===== src/rtl/apb_cmd_master_if.sv =====
// rtl/apb_cmd_master_if.sv - APB3 bus bundle shared by the command master and its slaves
interface apb_cmd_master_if #(
  parameter int ADDR_WIDTH = 5,
  parameter int DATA_WIDTH = 8,
  parameter int NUM_SLAVES = 2
) ();
  logic [NUM_SLAVES-1:0] PSEL;
  logic [ADDR_WIDTH-1:0] PADDR;
  logic                  PENABLE;
  logic                  PWRITE;
  logic [DATA_WIDTH-1:0] PWDATA;
  logic [DATA_WIDTH-1:0] PRDATA;
  logic                  PREADY;
  logic                  PSLVERR;

  modport master (
    output PSEL, PADDR, PENABLE, PWRITE, PWDATA,
    input  PRDATA, PREADY, PSLVERR
  );

  modport slave (
    input  PSEL, PADDR, PENABLE, PWRITE, PWDATA,
    output PRDATA, PREADY, PSLVERR
  );
endinterface


===== src/rtl/apb_cmd_master.sv =====
// rtl/apb_cmd_master.sv - APB3 initiator turning a command stream into single transfers with one response each
module apb_cmd_master #(
  parameter int ADDR_WIDTH = 5,
  parameter int DATA_WIDTH = 8,
  parameter int NUM_SLAVES = 2,
  parameter int TIMEOUT    = 16
) (
  input  logic                  PCLK,
  input  logic                  PRESETN,
  input  logic                  cmd_valid,
  output logic                  cmd_ready,
  input  logic                  cmd_write,
  input  logic [3:0]            cmd_sel,
  input  logic [ADDR_WIDTH-1:0] cmd_addr,
  input  logic [DATA_WIDTH-1:0] cmd_wdata,
  output logic                  rsp_valid,
  input  logic                  rsp_ready,
  output logic [DATA_WIDTH-1:0] rsp_rdata,
  output logic                  rsp_err,
  output logic                  rsp_timeout,
  output logic                  busy,
  apb_cmd_master_if.master      apb
);

  localparam int  CW    = (TIMEOUT < 1) ? 1 : $clog2(TIMEOUT + 1);
  localparam bit  TO_EN = (TIMEOUT != 0);

  typedef enum logic [1:0] {IDLE, SETUP, ACCESS, RESP} state_t;

  state_t                state;
  logic [CW-1:0]         wait_cnt;
  logic [NUM_SLAVES-1:0] sel_onehot;
  logic                  sel_ok;
  logic                  to_hit;

  always_comb begin
    sel_onehot = '0;
    for (int i = 0; i < NUM_SLAVES; i++) begin
      sel_onehot[i] = (int'(cmd_sel) == i);
    end
    sel_ok = (int'(cmd_sel) < NUM_SLAVES);
  end

  // This edge is the TIMEOUT-th consecutive PREADY-low edge of the access phase.
  assign to_hit = TO_EN && ((int'(wait_cnt) + 1) >= TIMEOUT);

  always_ff @(posedge PCLK or negedge PRESETN) begin
    if (!PRESETN) begin
      state       <= IDLE;
      wait_cnt    <= '0;
      cmd_ready   <= 1'b1;
      busy        <= 1'b0;
      rsp_valid   <= 1'b0;
      rsp_rdata   <= '0;
      rsp_err     <= 1'b0;
      rsp_timeout <= 1'b0;
      apb.PSEL    <= '0;
      apb.PADDR   <= '0;
      apb.PENABLE <= 1'b0;
      apb.PWRITE  <= 1'b0;
      apb.PWDATA  <= '0;
    end else begin
      case (state)
        IDLE: begin
          if (cmd_valid) begin
            cmd_ready <= 1'b0;
            busy      <= 1'b1;
            if (sel_ok) begin
              apb.PSEL   <= sel_onehot;
              apb.PADDR  <= cmd_addr;
              apb.PWRITE <= cmd_write;
              apb.PWDATA <= cmd_wdata;
              wait_cnt   <= '0;
              state      <= SETUP;
            end else begin
              // Unmapped slave index: answer with an error, never touch the bus.
              rsp_valid   <= 1'b1;
              rsp_err     <= 1'b1;
              rsp_timeout <= 1'b0;
              rsp_rdata   <= '0;
              state       <= RESP;
            end
          end
        end
        SETUP: begin
          apb.PENABLE <= 1'b1;
          state       <= ACCESS;
        end
        ACCESS: begin
          if (apb.PREADY) begin
            rsp_rdata   <= apb.PWRITE ? '0 : apb.PRDATA;
            rsp_err     <= apb.PSLVERR;
            rsp_timeout <= 1'b0;
            rsp_valid   <= 1'b1;
            apb.PSEL    <= '0;
            apb.PENABLE <= 1'b0;
            state       <= RESP;
          end else if (to_hit) begin
            rsp_rdata   <= '0;
            rsp_err     <= 1'b1;
            rsp_timeout <= 1'b1;
            rsp_valid   <= 1'b1;
            apb.PSEL    <= '0;
            apb.PENABLE <= 1'b0;
            state       <= RESP;
          end else if (wait_cnt != {CW{1'b1}}) begin
            wait_cnt <= wait_cnt + 1'b1;
          end
        end
        RESP: begin
          if (rsp_ready) begin
            rsp_valid <= 1'b0;
            cmd_ready <= 1'b1;
            busy      <= 1'b0;
            state     <= IDLE;
          end
        end
        default: state <= IDLE;
      endcase
    end
  end

endmodule

===== src/flat_wrapper.sv =====
// flat-port wrapper written by rule: the top's interface ports become plain ports
module apb_cmd_master_flat 
#(
  parameter int ADDR_WIDTH = 5,
  parameter int DATA_WIDTH = 8,
  parameter int NUM_SLAVES = 2,
  parameter int TIMEOUT    = 16
)
  (PCLK, PRESETN, cmd_valid, cmd_ready, cmd_write, cmd_sel, cmd_addr, cmd_wdata, rsp_valid, rsp_ready, rsp_rdata, rsp_err, rsp_timeout, busy, apb_PSEL, apb_PADDR, apb_PENABLE, apb_PWRITE, apb_PWDATA, apb_PRDATA, apb_PREADY, apb_PSLVERR);
  apb_cmd_master_if #(.ADDR_WIDTH(ADDR_WIDTH), .DATA_WIDTH(DATA_WIDTH), .NUM_SLAVES(NUM_SLAVES)) apb_i ();
  input  logic PCLK;
  input  logic PRESETN;
  input  logic cmd_valid;
  output logic cmd_ready;
  input  logic cmd_write;
  input  logic [3:0] cmd_sel;
  input  logic [ADDR_WIDTH-1:0] cmd_addr;
  input  logic [DATA_WIDTH-1:0] cmd_wdata;
  output logic rsp_valid;
  input  logic rsp_ready;
  output logic [DATA_WIDTH-1:0] rsp_rdata;
  output logic rsp_err;
  output logic rsp_timeout;
  output logic busy;
  output wire logic [$bits(apb_i.PSEL)-1:0] apb_PSEL;
  output wire logic [$bits(apb_i.PADDR)-1:0] apb_PADDR;
  output wire logic [$bits(apb_i.PENABLE)-1:0] apb_PENABLE;
  output wire logic [$bits(apb_i.PWRITE)-1:0] apb_PWRITE;
  output wire logic [$bits(apb_i.PWDATA)-1:0] apb_PWDATA;
  input wire logic [$bits(apb_i.PRDATA)-1:0] apb_PRDATA;
  input wire logic [$bits(apb_i.PREADY)-1:0] apb_PREADY;
  input wire logic [$bits(apb_i.PSLVERR)-1:0] apb_PSLVERR;
  assign apb_PSEL = apb_i.PSEL;
  assign apb_PADDR = apb_i.PADDR;
  assign apb_PENABLE = apb_i.PENABLE;
  assign apb_PWRITE = apb_i.PWRITE;
  assign apb_PWDATA = apb_i.PWDATA;
  assign apb_i.PRDATA = apb_PRDATA;
  assign apb_i.PREADY = apb_PREADY;
  assign apb_i.PSLVERR = apb_PSLVERR;
  apb_cmd_master #(.ADDR_WIDTH(ADDR_WIDTH), .DATA_WIDTH(DATA_WIDTH), .NUM_SLAVES(NUM_SLAVES), .TIMEOUT(TIMEOUT)) u_core (.PCLK(PCLK), .PRESETN(PRESETN), .cmd_valid(cmd_valid), .cmd_ready(cmd_ready), .cmd_write(cmd_write), .cmd_sel(cmd_sel), .cmd_addr(cmd_addr), .cmd_wdata(cmd_wdata), .rsp_valid(rsp_valid), .rsp_ready(rsp_ready), .rsp_rdata(rsp_rdata), .rsp_err(rsp_err), .rsp_timeout(rsp_timeout), .busy(busy), .apb(apb_i));
endmodule

===== config.mk =====
export PLATFORM = sky130hd
export DESIGN_NAME = apb_cmd_master_flat
export DESIGN_NICKNAME = d
export VERILOG_FILES = /design/src/rtl/apb_cmd_master_if.sv /design/src/rtl/apb_cmd_master.sv /design/src/flat_wrapper.sv
export SDC_FILE = /design/constraint.sdc
export NUM_CORES = 1
export LEC_CHECK = 0
export ABC_AREA = 1
export CORE_MARGIN = 2
export CORE_UTILIZATION = 41
export DETAILED_ROUTE_END_ITERATION = 12
export MAX_ROUTING_LAYER = met4
export PLACE_DENSITY_LB_ADDON = 0.15
export SLEW_MARGIN = 20
export SYNTH_ARGS = -nofsm -noshare
export SYNTH_HDL_FRONTEND = slang
export SYNTH_SLANG_ARGS = --single-unit

===== constraint.sdc =====
create_clock -name PCLK -period 1.6 [get_ports PCLK]
set_clock_uncertainty 0.1 [all_clocks]
set_input_delay 0.16 -clock PCLK [delete_from_list [all_inputs] [get_ports PCLK]]
set_output_delay 0.16 -clock PCLK [all_outputs]
set_load 0.01 [all_outputs]

==> results_dict.tcl <==
set metrics [dict create \
    status "finished, violations left" \
    violations "negative setup slack" \
    fin_ws_ns -0.09429 \
    num_rows 24 \
    nets 313 \
    period_share_pct 105.9 \
    tightestPinTransition_ns 0.4135 \
    fin_crit_ns 1.694 \
    swShare_pct 34.29 \
    postRouteAntennaNets 0 \
    dp_hpwl_um 2958 \
    setup_viol 19 \
    yosysTopAreaCellShare_pct 48.29 \
    tritoncts "built" \
    grt_pass1_vias 1476 \
    synth_area_leaders "dfrtp_1 (48%), nand2_1 (11%), mux2_4 (8.0%), ha_1 (4.7%), o21ai_2 (4.2%)" \
    fillers 353 \
    clkPwrFrac_pct 18.1 \
    p_seq_share_pct 29.4 \
    start_util_pct 42.84 \
    area_growth_pct 58.15 \
    wl_per_cell_um 12.83 \
    critPathArrivalTime_ns 1.81 \
    dieWidth_um 71.46 \
    grtUsageTotal_pct 16.98 \
    wl_um 4194 \
    worst_slew_margin_rel_pct 72.43 \
    syn-instance-count 186 \
    drc 0 \
    worstSetupPathType "reg -> reg" \
    hp-class "in -> async" \
    hold_slack_ns 0.2331 \
    ys_types 25 \
    startpoint_type "flip-flop" \
    die_h_um 71.46 \
    clkTransAtPathRegs_ns 0.07 \
    fmax_mhz 590.2 \
    hold_viol 0 \
    antenna_cells 0 \
    syn_nets 225 \
    io_pins 62 \
    cts-root-buf "clkbuf_8" \
    grt_max_degree 23 \
    die_area_um2 5106 \
    dpl_cell_area_um2 2660 \
    syn-cell-area_um2 1866 \
    cts_num_sinks 37 \
    p_leak_uw 0.001417 \
    core_um2 4354 \
    maxCapViolCount 0 \
    grt_pass1_wl_um 6637 \
    syn_avg_cell_area_um2 10.03 \
    p_per_area_nw_per_um2 1765 \
    fin_area_um2 2950 \
    place_ws_ns -0.1153 \
    switchingPower_uw 1785 \
    slew_violations 0 \
    vias 1518 \
    cp_max_fo 5 \
    synth_top_area_cell "dfrtp_1" \
    place.gp.congestion 0.7729 \
    via_per_inst 4.642 \
    ys_ff_latch 37 \
    required_ns 1.72 \
    cts.path.max_buffers 2 \
    cts_max_level 2 \
    rsz0062_at_grt "yes" \
    p_total_uw 5206 \
    ys_warn_count 0 \
    irDropWorstVdd_mv 1.025 \
    dr.pass1.iters 4 \
    power_frac_comb_pct 52.4 \
    worst_setup_path_end_kind "flip-flop" \
    insertion_delay_ns 0.29 \
    port_buffers 61 \
    cts_buffers 5 \
    dr.first_iter.drc_count 46 \
    gr-total-overflow 0 \
    ys_seq_area_share_pct 49.70 \
    drive_gt1_share_pct 32.00 \
    antenna_found_initial 0 \
    intPower_uw 3421 \
]
flip-flops by register name, summed over array words and instances (netlist names):
name	cells
u_core.apb.PSEL	2
u_core.rsp_rdata	8
u_core.apb.PWDATA	8
u_core.rsp_valid	1
u_core.rsp_err	1
u_core.state	2
u_core.apb.PADDR	5
u_core.busy	1
u_core.apb.PENABLE	1
u_core.cmd_ready	1
u_core.rsp_timeout	1
u_core.wait_cnt	5
u_core.apb.PWRITE	1
metal layers:
metal  global-route usage (%)  share of wire (%)
met1                    22.26                 43
met2                    25.82                 50
met3                    4.782                5.7
met4                    5.031               0.98
met5                        -                  0
cell usage after synthesis, drive strengths merged:
cell type and n:
ha 7, nand3 11, nor3 2, nand2 59
nand4 2, buf 3, dfstp 1, a21oi 2
mux2 14, nor2 11, a21boi 2, inv 19
dfrtp 36, o21ai 17
layout make-up:
cell class	instances	area (um^2)	area share [%]
multi-input cells	127	927.1	31.42
inverters	19	71.32	2.417
clock inverters	3	65.06	2.205
flip-flops and latches	37	927.1	31.42
well taps	52	65.06	2.205
repair buffers	84	825.8	27.99
clock buffers	5	68.82	2.332
final timing paths:
| check | slack (ns) | depth (start not counted) | from | end |
|---|---|---|---|---|
| max in group asynchronous | 0.71 | 3 | PRESETN | u_core.apb.PWDATA[1] |
| min in group PCLK | 0.34 | 3 | apb_PRDATA[3] | u_core.rsp_rdata[3] |
| setup reg to reg | -0.09 | 10 | u_core.wait_cnt[1] | u_core.state[1] |
| hold reg to reg | 0.38 | 2 | u_core.rsp_rdata[7] | u_core.rsp_rdata[7] |
| setup / recovery | -0.09 | 10 | u_core.wait_cnt[1] | u_core.state[1] |
| hold / removal | 0.23 | 2 | PRESETN | u_core.wait_cnt[1] |
cells in the final DEF (no fill, tap or decap), types with 2 or more instances in the layout:
cell type        instances
nand3_2                  2
buf_4                   18
nand4_1                  2
o21ai_1                  2
nor2_2                   2
bufinv_16                2
inv_1                   13
mux2_4                  10
ha_1                     3
dfrtp_1                 36
nand3_4                  2
o21ai_2                 11
nor3_1                   2
nand2_2                  5
mux2_2                   4
nand2_1                 49
buf_12                   2
clkdlybuf4s50_1         59
inv_2                    6
ha_2                     3
clkbuf_8                 5
nor2_1                   7
o21ai_0                  4
nor2_4                   2
nand2_4                  4
nand3_1                  7
logic make-up after synthesis:
family / synth area share [%]
AND/OR/NAND/NOR: 21.19
buffers and inverters: 5.634
AO/OA/AOI/OAI: 8.317
flip-flops: 49.70
adder cells (fa/ha/maj): 4.695
multiplexers: 10.46
per-stage QoR:
step / setup TNS (ns) / util, % / instances
final: -1.531 / 67.76 / 327
after global placement: -1.047 / 61.09 / 311
after floorplan: -0.5847 / - / 186
after global routing: -4.071 / 67.76 / 327
after detailed placement: -1.691 / 61.09 / 311
after CTS: -1.009 / 65.17 / 322
critical path: stages, from the launching register on:
cell,delay [ns]
dfrtp_1,0.39
ha_2,0.20
nand2_2,0.07
nor2_2,0.04
ha_1,0.27
inv_2,0.09
nand3_4,0.12
buf_6,0.17
nand2_4,0.06
nand2_1,0.05
o21ai_1,0.06
power by group through the flow:
stage | logic, uW | registers [uW] | clock network (uW)
floorplan | 1190 | 1690 | 0
global placement | 2460 | 1530 | 0
detailed placement | 2470 | 1530 | 0
CTS | 2560 | 1530 | 972
global route | 2990 | 1580 | 998
finish | 2730 | 1530 | 944
repair_timing:
action / in CTS / in global routing
buffers inserted: 2 / 4
gates cloned: 0 / 1
hold endpoints to repair: 14 / 0
hold buffers: 1 / 0
pin swaps: 4 / 6
setup endpoints to repair: 31 / 37
gates resized for setup: 10 / 19
(Power assumes the default switching activity.)
